## src/rtl/onoff_cmd_gen.sv

```systemverilog
// onoff_cmd_gen: valid/ready command driver pulsing j/k into an on/off unit.
// Define ONOFF_RETRY_EN to reissue the pulse up to MAX_RETRY times on timeout.
module onoff_cmd_gen #(
  parameter int TIMEOUT   = 8,
  parameter int MAX_RETRY = 2
) (
  input  logic clk,
  input  logic rst_n,
  input  logic req_valid,
  input  logic req_on,
  output logic req_ready,
  input  logic status_in,
  output logic j,
  output logic k,
  output logic busy,
  output logic done,
  output logic err,
  input  logic err_clr
);

  localparam int TW = $clog2(TIMEOUT + 1);

  localparam logic [2:0] S_IDLE  = 3'd0;
  localparam logic [2:0] S_ISSUE = 3'd1;
  localparam logic [2:0] S_WAIT  = 3'd2;
  localparam logic [2:0] S_DONE  = 3'd3;
  localparam logic [2:0] S_ERR   = 3'd4;

  localparam logic [TW-1:0] T_LAST = TW'(TIMEOUT - 1);
  localparam logic [TW-1:0] T_MAX  = TW'(TIMEOUT);

  logic [2:0]    state;
  logic [2:0]    nstate;
  logic [TW-1:0] timer;
  logic [TW-1:0] ntimer;
  logic          target;
  logic          ntarget;
  logic          retry_ok;

`ifdef ONOFF_RETRY_EN
  localparam int RW = (MAX_RETRY > 0) ? $clog2(MAX_RETRY + 1) : 1;

  logic [RW-1:0] retry;
  logic [RW-1:0] nretry;

  assign retry_ok = (retry < RW'(MAX_RETRY));

  // count is per request, so any return to IDLE starts it fresh
  always_comb begin
    nretry = retry;
    if (nstate == S_IDLE)
      nretry = '0;
    else if (state == S_WAIT && nstate == S_ISSUE)
      nretry = retry + 1'b1;
  end

  always_ff @(posedge clk or negedge rst_n) begin
    if (!rst_n)
      retry <= '0;
    else
      retry <= nretry;
  end
`else
  logic unused_max_retry;

  assign unused_max_retry = (MAX_RETRY != 0);
  assign retry_ok = 1'b0;
`endif

  always_comb begin
    nstate  = state;
    ntarget = target;
    ntimer  = timer;
    case (state)
      S_IDLE: begin
        if (req_valid && req_ready) begin
          ntarget = req_on;
          if (status_in == req_on)
            nstate = S_DONE;
          else
            nstate = S_ISSUE;
        end
      end
      S_ISSUE: begin
        ntimer = '0;
        nstate = S_WAIT;
      end
      S_WAIT: begin
        if (timer != T_MAX)
          ntimer = timer + 1'b1;
        // a match wins over a timeout landing in the same cycle
        if (status_in == target)
          nstate = S_DONE;
        else if (timer == T_LAST)
          nstate = retry_ok ? S_ISSUE : S_ERR;
      end
      S_DONE: nstate = S_IDLE;
      S_ERR: begin
        if (err_clr)
          nstate = S_IDLE;
      end
      default: nstate = S_IDLE;
    endcase
  end

  // outputs are registered from the next state so they align with it
  always_ff @(posedge clk or negedge rst_n) begin
    if (!rst_n) begin
      state     <= S_IDLE;
      timer     <= '0;
      target    <= 1'b0;
      j         <= 1'b0;
      k         <= 1'b0;
      busy      <= 1'b0;
      done      <= 1'b0;
      err       <= 1'b0;
      req_ready <= 1'b1;
    end else begin
      state     <= nstate;
      timer     <= ntimer;
      target    <= ntarget;
      j         <= (nstate == S_ISSUE) && ntarget;
      k         <= (nstate == S_ISSUE) && !ntarget;
      busy      <= (nstate != S_IDLE);
      done      <= (nstate == S_DONE);
      err       <= (nstate == S_ERR);
      // one extra dead cycle after DONE spaces requests 3 cycles apart
      req_ready <= (nstate == S_IDLE) && (state != S_DONE);
    end
  end

endmodule

```

## config.mk

```make
export PLATFORM = sky130hd
export DESIGN_NAME = onoff_cmd_gen
export DESIGN_NICKNAME = d
export VERILOG_FILES = /design/src/rtl/onoff_cmd_gen.sv
export SDC_FILE = /design/constraint.sdc
export NUM_CORES = 1
export LEC_CHECK = 0
export ABC_AREA = 1
export CORE_UTILIZATION = 40
export CTS_BUF_LIST = sky130_fd_sc_hd__clkbuf_2 sky130_fd_sc_hd__clkbuf_4 sky130_fd_sc_hd__clkbuf_8
export DETAILED_ROUTE_END_ITERATION = 12
export PLACE_DENSITY = 0.73
export SYNTH_ARGS = -nofsm -noshare
export SYNTH_HDL_FRONTEND = slang
export SYNTH_SLANG_ARGS = --single-unit
```

## constraint.sdc

```tcl
create_clock -name clk -period 1.6 [get_ports clk]
set_input_delay 0.24 -clock clk [delete_from_list [all_inputs] [get_ports clk]]
set_output_delay 0.24 -clock clk [all_outputs]
set_load 0.02 [all_outputs]
```

After elaboration in Yosys (flattened, before gate mapping)
Cells that the tools add are included.

Flip-flop bits (word level): 14. Bits in latches: 0. RAM bits: 0. ROM bits: 0. Input bits: 6. Output and inout bits: 6. Logic and storage cells: 42. Memories kept: 0.

Add/sub/neg operators: 1. Multipliers: 0. Div/mod/pow operators: 0. $lt $le $gt $ge: 0. Equal/unequal tests: 12. Shifts and indexed selects: 0. Multiplexer cells: 10. Bitwise gates (word level): 0. Reductions and logical operators: 10.

Operators by type and width (number): two-way mux 3 bit (4); case mux 3 bit (4 select lines) (1); case mux 4 bit (2 select lines) (1); == test 3 x 1 -> 1 bit, second input constant (2); == test 3 x 2 -> 1 bit, second input constant (2); == test 3 bit, second input constant (2); logical NOT 3 bit (2); adder 4 x 1 -> 4 bit, second input constant (1); == test 4 x 3 -> 1 bit, second input constant (1); logical AND 1 bit (4); two-way mux 4 bit (1); inequality test 4 bit, second input constant (1); inequality test 3 x 2 -> 1 bit, second input constant (1); nonzero test 3 bit (1); == test 1 bit (2); two-way mux 1 bit (2); two-way mux 2 bit (1); inequality test 2 bit, second input constant (1); AND reduction 2 bit (1); nonzero test 2 bit (1); logical NOT 1 bit (1).

Logic depth before layout (Yosys ltp)
Word-level depth: 6. Depth in mapped cells: 9. Mapped depth without buffers: 9.

Worst setup path after synthesis
Ideal clock, no wire load.

Kind: flip-flop to flip-flop. Start: register req_ready. End: register j. Setup time: 0.120 ns. Data arrival time: 1.125 ns. Data required time: 1.480 ns. Setup slack: 0.354 ns. Stages on the path, launching flop included: 8. Buffers on the path: 0. Period minus slack after synthesis: 1.246 ns. Cells stage by stage: dfstp_2 nand3_2 nor2_4 nand2_1 nand2_1 nor2_4 nand2_2 nor2_2.

Longest elaborated chain between the ends: 5. Elaborated cells on any way between the ends: 7. Those cells by class: eq/ne (1); mux (4); reduce/logical (2).

RTL lines: start, declared (line 11) `output logic req_ready,`; start signal, assigned (line 128) `req_ready <= (nstate == S_IDLE) && (state != S_DONE);`; logical AND 1 bit (*) (line 76) `if (req_valid && req_ready) begin`; two-way mux 3 bit (line 76); case mux 3 bit (4 select lines) (line 74) `case (state)`; == test 3 x 1 -> 1 bit (line 122) `j <= (nstate == S_ISSUE) && ntarget;`; logical AND 1 bit (*) (line 122); end signal, assigned (line 122); end, declared (line 13) `output logic j,`.

Every way passes the cells marked *; elsewhere a longest branch is shown, timed or not. A chain may end at the register's enable or synchronous reset.

Worst setup path in the final report
Start: register k. End: output port k.

RTL lines: start, declared (line 14) `output logic k,`; start signal, assigned (line 123) `k <= (nstate == S_ISSUE) && !ntarget;`.

No word-level cell between the ends.

==> metrics.txt <==
via count=547; register area share after synthesis=47.8%; hold buffers post-CTS=0; vias per cell=4.52; DIE HEIGHT=44.9 microns; dpl ws=0.125 ns; Design Power=1.64 mW; H-tree depth=1; Final Non-Filler Cells=121; TritonRoute pass-1 iters=4; via count of the first global-routing pass=504; commonest non-fill, non-tap cells in the layout=dfrtp_1 (13), nand2_1 (12), clkdlybuf4s50_1 (10); CTS tree=yes; cell taking the most area after synthesis=dfrtp_1; CP max FO=1; share of layout cells above drive strength 1=34.4%; RSZ-0062 raised after global routing=no; num ports=12; nets=105; DRC=0; Slew Viols, Final=0; clock latency on the worst-skew pair=0.28 ns; register area=352 sq um; fill count=171; Worst R2R End=req_ready; most common cell after layout, fill and taps aside=dfrtp_1; Tmin final=1.43 ns; crit path capture type=primary output; worst IR drop on VDD=777 uV; Die Wd=44.9 microns; Setup violations, final=0; core area=1730 sq um; clock sink count=14; max_cap viols=0; Max Root-Sink Buffers=2; Cell Chain, Critical Path=clkdlybuf4s50_1; total track usage=14.7%; slack of the worst reg-to-reg path=0.26 ns; hpwl dp=922 microns; dpl cells=117; DR iter-0 viols=3; Tcrit/Tclk final=89.2%; routability cong.=0.705; Post-CTS Setup Bufs=0; result of the run=finished clean; Post-Syn Nets=88; full die area=2010 sq um; Sum Neg Setup Slack=0 ns; number of synthesis warnings=0; drt total wl=1.19 mm; Worst path max stage delay=0.59 ns; initial core utilization=42.6%; Fmax achieved=700 MHz; area grow syn2layout=25.0%; Crit Path Class=reg2out; Antenna diodes=0; syn avg cell area=9.20 sq um; final setup margin=0.172 ns; first-pass GRT wire length=2.06 mm; P_leak=0.452 nW; Antenna Violating Nets Remaining=0; Worst path slowest cell=clkdlybuf4s50_1; clk slew on worst S/H paths=0.09 ns; Final Skew=0.00730 ns; Tightest Pin Transition=0.248 ns; Netlist Area Pre-Place=736 sq um; GRT overflow=0; Reg2Reg Launch Point=timer[0]; Yosys cell types=24; crit path DAT=1.19 ns; reg2reg path depth=8; clk root buf=clkbuf_4; largest net degree at the start of global routing=15; Multi-input gate area=318 sq um; Inserted Clock Buffers=3; WP buf/inv=1; CP Launch Type=register; Yosys top cell area share=44.2%; # rows=15; drt wl/cell=9.84 microns; Synth Instances=80; Power Density=1780 nW/um^2; post-layout util=53.3%; initial antenna violation count=0; CP required=1.36 ns; Port Buffer Count=11; Slew headroom=83.3%; Worst path top cell family by delay=buffers and inverters; Synth area leaders=dfrtp_1 (44%), nand2_1 (6.1%), nor2_4 (4.6%), nand3_1 (4.1%), nand3_2 (4.1%); Hold/Removal Path Class=in2async; Synth Register Bits=14; Hold Fails Final Rpt=0
## worst max-delay path by stage
| stage | start | slack, ns | cells after the start | end |
|---|---|---|---|---|
| floorplan | req_ready | 0.35 | 7 | j |
| global placement | status_in | 0.14 | 8 | j |
| detailed placement | status_in | 0.12 | 8 | j |
| CTS | k | 0.15 | 1 | k |
| global route | busy | 0.12 | 1 | busy |
| finish | k | 0.17 | 1 | k |
## layer usage
metal	vias to the layer above	global-route usage, %	part of all wire (%)
met2	9	21.2	50
met4	0	10.3	1.3
met3	2	4.00	4.7
met5	-	0	0
li1	284	-	-
met1	252	19.2	44
## report_power, final
group	total (mW)	switching, mW	internal, mW
Clock	0.250	0.111	0.138
Sequential	0.580	0.0865	0.494
Combinational	0.811	0.495	0.316
## registers in the layout, summed over array words and instances, names as in the netlist
register and count:
timer 4, state 3, busy 1, done 1, err 1, j 1
k 1, req_ready 1, target 1
## cells by family after synthesis
group	share of synthesized area [%]
AOI/OAI and AO/OA	7.31
DFF	47.8
and+or+nand+nor	31.3
buffers and inverters	9.01
xor gates and xnor gates	1.19
adders and majority gates	3.40
## synth_stat cells
cell type  instances
dfrtp_1           13
nor3_1             2
inv_2              8
or2_2              1
nand3_2            3
nand2_1           12
ha_1               2
a21oi_2            1
nand3_1            6
o21ai_1            1
nand2_2            3
inv_1              8
nand4_1            1
o21ai_0            3
nor2_2             4
dfstp_2            1
a21oi_4            1
and3_1             1
xnor2_1            1
o21ai_2            1
nor2_4             3
inv_4              1
nand2_4            1
nor2_1             2
## layout make-up
cell class,count,area share [%]
flip-flops and latches,14,38.2
multi-input cells,49,34.6
repair buffers,12,12.7
inverters,17,7.21
clock buffers,4,3.95
well taps,25,3.40
## through the flow
stage,instance area [sq um],hold WS [ns]
floorplan,736,-0.0556
global placement,885,0.540
detailed placement,885,0.537
CTS,920,0.253
global route,920,0.258
finish,920,0.260
## repair_timing
action                                 in CTS  in global routing
setup endpoints to repair                   1                  0
resized for setup                           1                  0
endpoints found under the hold margin       0                  0
Note: power is estimated with default switching activity, not from simulation.
